## config.mk

```make
export PLATFORM = sky130hd
export DESIGN_NAME = seq_detector_param
export DESIGN_NICKNAME = d
export VERILOG_FILES = /design/src/rtl/seq_det_pkg.sv /design/src/rtl/sat_counter.sv /design/src/rtl/seq_detector_param.sv
export SDC_FILE = /design/constraint.sdc
export NUM_CORES = 1
export LEC_CHECK = 0
export BUFFER_PORTS_ARGS = -buffer_cell sky130_fd_sc_hd__buf_2
export CAP_MARGIN = 10
export CORE_UTILIZATION = 40
export CTS_CLUSTER_DIAMETER = 30
export DETAILED_ROUTE_END_ITERATION = 10
export HOLD_SLACK_MARGIN = 0.03
export PLACE_DENSITY_LB_ADDON = 0.2
export SYNTH_ARGS = -nofsm -noshare
export SYNTH_HDL_FRONTEND = slang
export SYNTH_SLANG_ARGS = --single-unit
```

## constraint.sdc

```tcl
create_clock -name clk -period 5.79 [get_ports clk]
set_input_delay 0.2895 -clock clk [delete_from_list [all_inputs] [get_ports clk]]
set_output_delay 0.2895 -clock clk [all_outputs]
set_load 0.02 [all_outputs]
```

## src/rtl/seq_det_pkg.sv

```systemverilog
// Shared types and helpers for the parametrised sequence detector.
package seq_det_pkg;

    // Widest pattern the mask helper can describe.
    localparam int MASK_W = 64;

    // Detector states, 2-bit encoding.
    typedef enum logic [1:0] {
        IDLE  = 2'd0,
        FILL  = 2'd1,
        ARMED = 2'd2,
        MATCH = 2'd3
    } state_e;

    // Ones in the low 'len' bit positions; callers truncate to their pattern width.
    function automatic logic [MASK_W-1:0] len_mask(input logic [31:0] len);
        logic [MASK_W-1:0] m;
        m = '0;
        for (int i = 0; i < MASK_W; i++) begin
            m[i] = (32'(i) < len) ? 1'b1 : 1'b0;
        end
        return m;
    endfunction

endpackage

```

## src/rtl/sat_counter.sv

```systemverilog
// Saturating up-counter with synchronous clear; clear has priority over increment.
module sat_counter #(
    parameter int W = 8
) (
    input  logic         clk,
    input  logic         reset,
    input  logic         clr,
    input  logic         inc,
    output logic [W-1:0] q
);

    logic [W-1:0] q_q;
    logic [W-1:0] q_d;

    // Next count: clear, saturating increment, or hold.
    always_comb begin
        q_d = q_q;
        if (clr) begin
            q_d = '0;
        end else if (inc && (q_q != {W{1'b1}})) begin
            q_d = q_q + W'(1);
        end else begin
            q_d = q_q;
        end
    end

    // Count register with synchronous reset.
    always_ff @(posedge clk) begin
        if (reset) begin
            q_q <= '0;
        end else begin
            q_q <= q_d;
        end
    end

    assign q = q_q;

endmodule

```

## src/rtl/seq_detector_param.sv

```systemverilog
// Moore detector for a runtime-programmable serial pattern of 1..MAX_LEN bits.
// History is a shift register (bit 0 newest); fill tracks how many bits are
// usable since the last clear so a match never spans a configuration load or,
// in non-overlap mode, a previous match.
module seq_detector_param #(
    parameter int MAX_LEN = 8,
    parameter int CNT_W   = 8,
    parameter int LEN_W   = $clog2(MAX_LEN) + 1
) (
    input  logic               clk,
    input  logic               reset,
    input  logic               din,
    input  logic               din_valid,
    input  logic               cfg_load,
    input  logic [MAX_LEN-1:0] cfg_pattern,
    input  logic [LEN_W-1:0]   cfg_len,
    input  logic               cfg_overlap,
    output logic               y,
    output logic [CNT_W-1:0]   match_count,
    output logic               cfg_err
);

    import seq_det_pkg::*;

    state_e             state_q, state_d;
    logic [MAX_LEN-1:0] hist_q, hist_d;
    logic [MAX_LEN-1:0] pat_q, pat_d;
    logic [LEN_W-1:0]   fill_q, fill_d;
    logic [LEN_W-1:0]   len_q, len_d;
    logic               ovl_q, ovl_d;
    logic               cfg_err_q, cfg_err_d;
    logic               y_q, y_d;

    logic [MAX_LEN-1:0] mask_s;
    logic [MAX_LEN-1:0] nhist_s;
    logic [LEN_W-1:0]   nfill_s;
    logic               hit_s;
    logic               cfg_ok_s;
    logic               cnt_clr_s;
    logic               cnt_inc_s;

    // Candidate history after this sample and the masked pattern comparison.
    always_comb begin
        mask_s   = MAX_LEN'(len_mask(32'(len_q)));
        nhist_s  = {hist_q[MAX_LEN-2:0], din};
        nfill_s  = (fill_q >= LEN_W'(MAX_LEN)) ? fill_q : (fill_q + LEN_W'(1));
        hit_s    = (nfill_s >= len_q) && (((nhist_s ^ pat_q) & mask_s) == '0);
        cfg_ok_s = (cfg_len != '0) && (cfg_len <= LEN_W'(MAX_LEN));
    end

    // Next-state, configuration and counter control; a load always wins over data.
    always_comb begin
        state_d   = state_q;
        hist_d    = hist_q;
        fill_d    = fill_q;
        pat_d     = pat_q;
        len_d     = len_q;
        ovl_d     = ovl_q;
        cfg_err_d = cfg_err_q;
        cnt_clr_s = 1'b0;
        cnt_inc_s = 1'b0;

        if (cfg_load) begin
            cnt_clr_s = 1'b1;
            if (cfg_ok_s) begin
                pat_d     = cfg_pattern;
                len_d     = cfg_len;
                ovl_d     = cfg_overlap;
                hist_d    = '0;
                fill_d    = '0;
                cfg_err_d = 1'b0;
                state_d   = FILL;
            end else begin
                cfg_err_d = 1'b1;
                state_d   = IDLE;
            end
        end else if (state_q == IDLE) begin
            // Unconfigured: data is ignored entirely.
            state_d = IDLE;
        end else if (din_valid) begin
            hist_d = nhist_s;
            if (hit_s) begin
                state_d   = MATCH;
                cnt_inc_s = 1'b1;
                fill_d    = ovl_q ? nfill_s : '0;
            end else begin
                fill_d  = nfill_s;
                state_d = (nfill_s >= len_q) ? ARMED : FILL;
            end
        end else begin
            // No sample: a match pulse ends, other states hold.
            if (state_q == MATCH) begin
                state_d = (fill_q >= len_q) ? ARMED : FILL;
            end else begin
                state_d = state_q;
            end
        end

        y_d = (state_d == MATCH) ? 1'b1 : 1'b0;
    end

    // State, history, configuration and output registers.
    always_ff @(posedge clk) begin
        if (reset) begin
            state_q   <= IDLE;
            hist_q    <= '0;
            fill_q    <= '0;
            pat_q     <= '0;
            len_q     <= '0;
            ovl_q     <= 1'b0;
            cfg_err_q <= 1'b0;
            y_q       <= 1'b0;
        end else begin
            state_q   <= state_d;
            hist_q    <= hist_d;
            fill_q    <= fill_d;
            pat_q     <= pat_d;
            len_q     <= len_d;
            ovl_q     <= ovl_d;
            cfg_err_q <= cfg_err_d;
            y_q       <= y_d;
        end
    end

    sat_counter #(
        .W(CNT_W)
    ) u_match_cnt (
        .clk   (clk),
        .reset (reset),
        .clr   (cnt_clr_s),
        .inc   (cnt_inc_s),
        .q     (match_count)
    );

    assign y       = y_q;
    assign cfg_err = cfg_err_q;

endmodule

```

==> flow_metrics.py <==
metrics = {
    "outcome": {
        "status": "complete, no violations",
    },
    "die": {
        "fp.dieW_um": 70.8,
        "start_util": 0.427,
        "rows": 24,
        "boundaryPins": 28,
        "die_y_um": 70.8,
        "fp.coreArea_sq_um": 4440,
        "dieArea_sq_um": 5020,
    },
    "power_and_ir_drop": {
        "power_w": 0.000508,
        "vdd_drop_max_uv": 119,
        "p_leak_nw": 0.877,
        "power.density_nw_per_um2": 236,
    },
    "worst_setup_path": {
        "crit_arrival_ns": 2.82,
        "cp_slowest_stage_delay_ns": 0.46,
        "worst-setup-path-type": "flip-flop to flip-flop",
        "r2r-end": "fill_q[1]",
        "worstRegToRegCells": 10,
        "slowest_stage": "nor4b_1",
        "required_ns": 5.94,
        "path_max_fanout": 7,
        "timing.rr.start": "fill_q[0]",
        "reg2reg_slack_ns": 3.12,
        "startpoint_type": "flip-flop",
        "crit_chain": "inv_1, ha_1, mux2i_1, inv_1, ha_1, a21oi_1, o21ai_1, nor4b_1, or3_1, o32ai_1",
        "worst_setup_path_end_kind": "flip-flop",
    },
    "place": {
        "io_buffer_count": 27,
        "gp_congestion": 0.774,
        "dp_hpwl_um": 2950,
        "dp.cells": 304,
    },
    "drt": {
        "drt_wl_total_um": 4010,
        "dr.pass1.iters": 6,
        "wl_per_cell_um": 12.9,
        "drc": 0,
        "drtIter0Drc": 61,
        "vias": 1682,
        "avgViaCountPerCell": 5.41,
        "drtAntennaViolNets": 0,
    },
    "timing": {
        "worst_slew_pin_slew_ns": 0.562,
        "clock-skew-final_ns": 0.00887,
        "final-max-slew-violation-count": 0,
        "tns_ns": 0,
        "fin_crit_ns": 2.67,
        "setup_violations": 0,
        "hold_viol": 0,
        "whs_ns": 0.241,
        "slew_headroom": 0.625,
        "fmax_ghz": 0.375,
        "rsz0062_at_grt": "no",
        "min_period_over_period": 0.461,
    },
    "min_path": {
        "hp-start": "cfg_overlap",
        "hold_end": "ovl_q",
        "hold_path.class": "primary input to flip-flop",
        "min_path_cells": 3,
    },
    "yosys": {
        "synth-main-ff-cell": "dfxtp_1",
        "synth.distinct_cells": 42,
        "syn_area_sq_um": 1900,
        "synth.top_cell.area_share": 0.380,
        "ys_ff_latch": 36,
        "async_flop_share": 0,
        "synth_area_leader_cell": "dfxtp_1",
        "synth_area_per_cell_sq_um": 8.07,
        "syn_nets": 264,
        "synth_edf_count": 0,
        "netlist_instances": 235,
        "synth_warnings": 0,
        "synth.area.top_cells": "dfxtp_1 (38%), nand2_1 (9.3%), a21oi_1 (8.2%), ha_1 (7.3%), xnor2_1 (2.8%)",
        "yosysSeqAreaShare": 0.380,
    },
    "cells_and_area": {
        "drive_above_1_share": 0.162,
        "multi_input_area_sq_um": 1090,
        "antenna_cells": 0,
        "fillCellCount": 459,
        "seqCellArea_sq_um": 721,
        "fin_nets": 288,
        "stdcell_count": 311,
        "area_growth_pct": 13.6,
    },
    "clock_tree": {
        "post_cts_resized": 0,
        "clk_pin_slew_ns": 0.07,
        "cts-root-buf": "clkbuf_8",
        "cts_tree": "built",
        "cts_hold_buf": 0,
        "numCtsBuffers": 5,
        "cts.sinks": 36,
        "h-tree-depth": 2,
        "post_cts_buffers": 0,
        "ctsLongestPathBuffers": 2,
        "clk_latency_ns": 0.28,
    },
    "global_route": {
        "grt_pass1_wl_um": 6880,
        "antenna_found_initial": 0,
        "grt_max_degree": 26,
        "grt.total_usage": 0.174,
        "overflow": 0,
        "grt_pass1_vias": 1530,
    },
    "job": {
        "cap_violations": 0,
    },
}
## layout by cell type (no fill, tap or decap), drive strengths merged
cell type  synthesis  routed
nand2             47      47
dfxtp             36      36
a21oi             32      32
buf                1      27
ha                11      11
inv               11      11
nor2               9       9
nand3              9       9
o21ai              9       9
clkbuf             9       7
xor2               6       6
xnor2              6       6
nand2b             4       4
and2               4       4
or3                4       4
o211ai             3       3
and3               3       3
nand4b             3       3
a31oi              2       2
nor3               2       2
o221a              2       2
o221ai             2       2
or2                2       2
o2bb2ai            2       2
a21o               2       2
nor4b              2       2
mux2i              1       1
o2111ai            1       1
a21boi             1       1
a211o              1       1
a311oi             1       1
nor2b              1       1
nand4              1       1
and4               1       1
o32ai              1       1
a2111oi            1       1
a211oi             1       1
a31o               1       1
## power breakdown
part | internal (W) | switching [W]
Combinational | 0.0000210 | 0.0000359
Sequential | 0.000254 | 0.00000616
Clock | 0.000106 | 0.0000845
Total | 0.000381 | 0.000127
## metrics by stage
step                 util  instance area (sq um)  setup WS (ns)
floorplan               -                   1900           3.48
global placement    0.463                   2060           3.27
detailed placement  0.463                   2060           3.17
CTS                 0.485                   2150           3.15
global route        0.485                   2150           2.92
finish              0.485                   2150           3.12
## critical path, delay by kind of cell, from the launching register on
kind	cells	cell delay, ns
AO/OA/AOI/OAI	3	0.52
AND/OR/NAND/NOR	2	0.69
flip-flops	1	0.44
multiplexers	1	0.16
buffers and inverters	2	0.15
adder cells (fa/ha/maj)	2	0.56
## synth_stat cells, types with 2 or more instances
master,number
o2bb2ai_1,2
or3_1,4
and2_1,4
clkbuf_1,9
a21oi_1,31
nand4b_1,3
xor2_1,6
or2_2,2
nor3_1,2
a21o_1,2
o21ai_0,8
ha_1,11
xnor2_1,6
o221a_2,2
and3_1,3
a31oi_1,2
inv_1,10
o211ai_1,3
nor2_1,9
nand3_1,9
o221ai_1,2
dfxtp_1,36
nand2b_1,4
nand2_1,47
## worst max path at each step
stage / startpoint / to / slack, ns / depth (start not counted)
after floorplan: fill_q[0] / u_match_cnt.q[5] / 3.48 / 11
after global placement: fill_q[0] / u_match_cnt.q[5] / 3.27 / 10
after detailed placement: fill_q[0] / fill_q[1] / 3.17 / 10
after CTS: fill_q[0] / fill_q[1] / 3.15 / 10
after global routing: fill_q[0] / fill_q[1] / 2.92 / 10
final: fill_q[0] / fill_q[1] / 3.12 / 10
## cells by family (layout without fill, tap and decap cells)
group | count (synthesis) | after routing | share of synthesized area
flip-flops | 36 | 36 | 0.380
adder cells (fa/ha/maj) | 11 | 11 | 0.0726
buffers and inverters | 21 | 45 | 0.0422
multiplexers | 1 | 1 | 0.00528
XOR/XNOR | 12 | 12 | 0.0554
AO/OA/AOI/OAI | 62 | 62 | 0.203
AND/OR/NAND/NOR | 92 | 92 | 0.242
## layer usage
metal | GRT usage | routed length (um)
met1 | 0.223 | 1980
met2 | 0.287 | 1890
met3 | 0.0427 | 117
met4 | 0.0600 | 25
met5 | 0 | 0
## state kept, by name (all words and copies together), names as in the netlist
register / flops
pat_q: 8
u_match_cnt.q: 8
hist_q: 7
y: 1
fill_q: 4
state_q: 2
len_q: 4
ovl_q: 1
cfg_err: 1
## area by class of cell
cell class,count,share of cell area
Tap cell,52,0.0302
Clock buffer,7,0.0447
Multi-Input combinational cell,178,0.508
Timing Repair Buffer,27,0.0628
Inverter,11,0.0192
Sequential cell,36,0.335
Note: power is estimated with default switching activity, not from simulation.
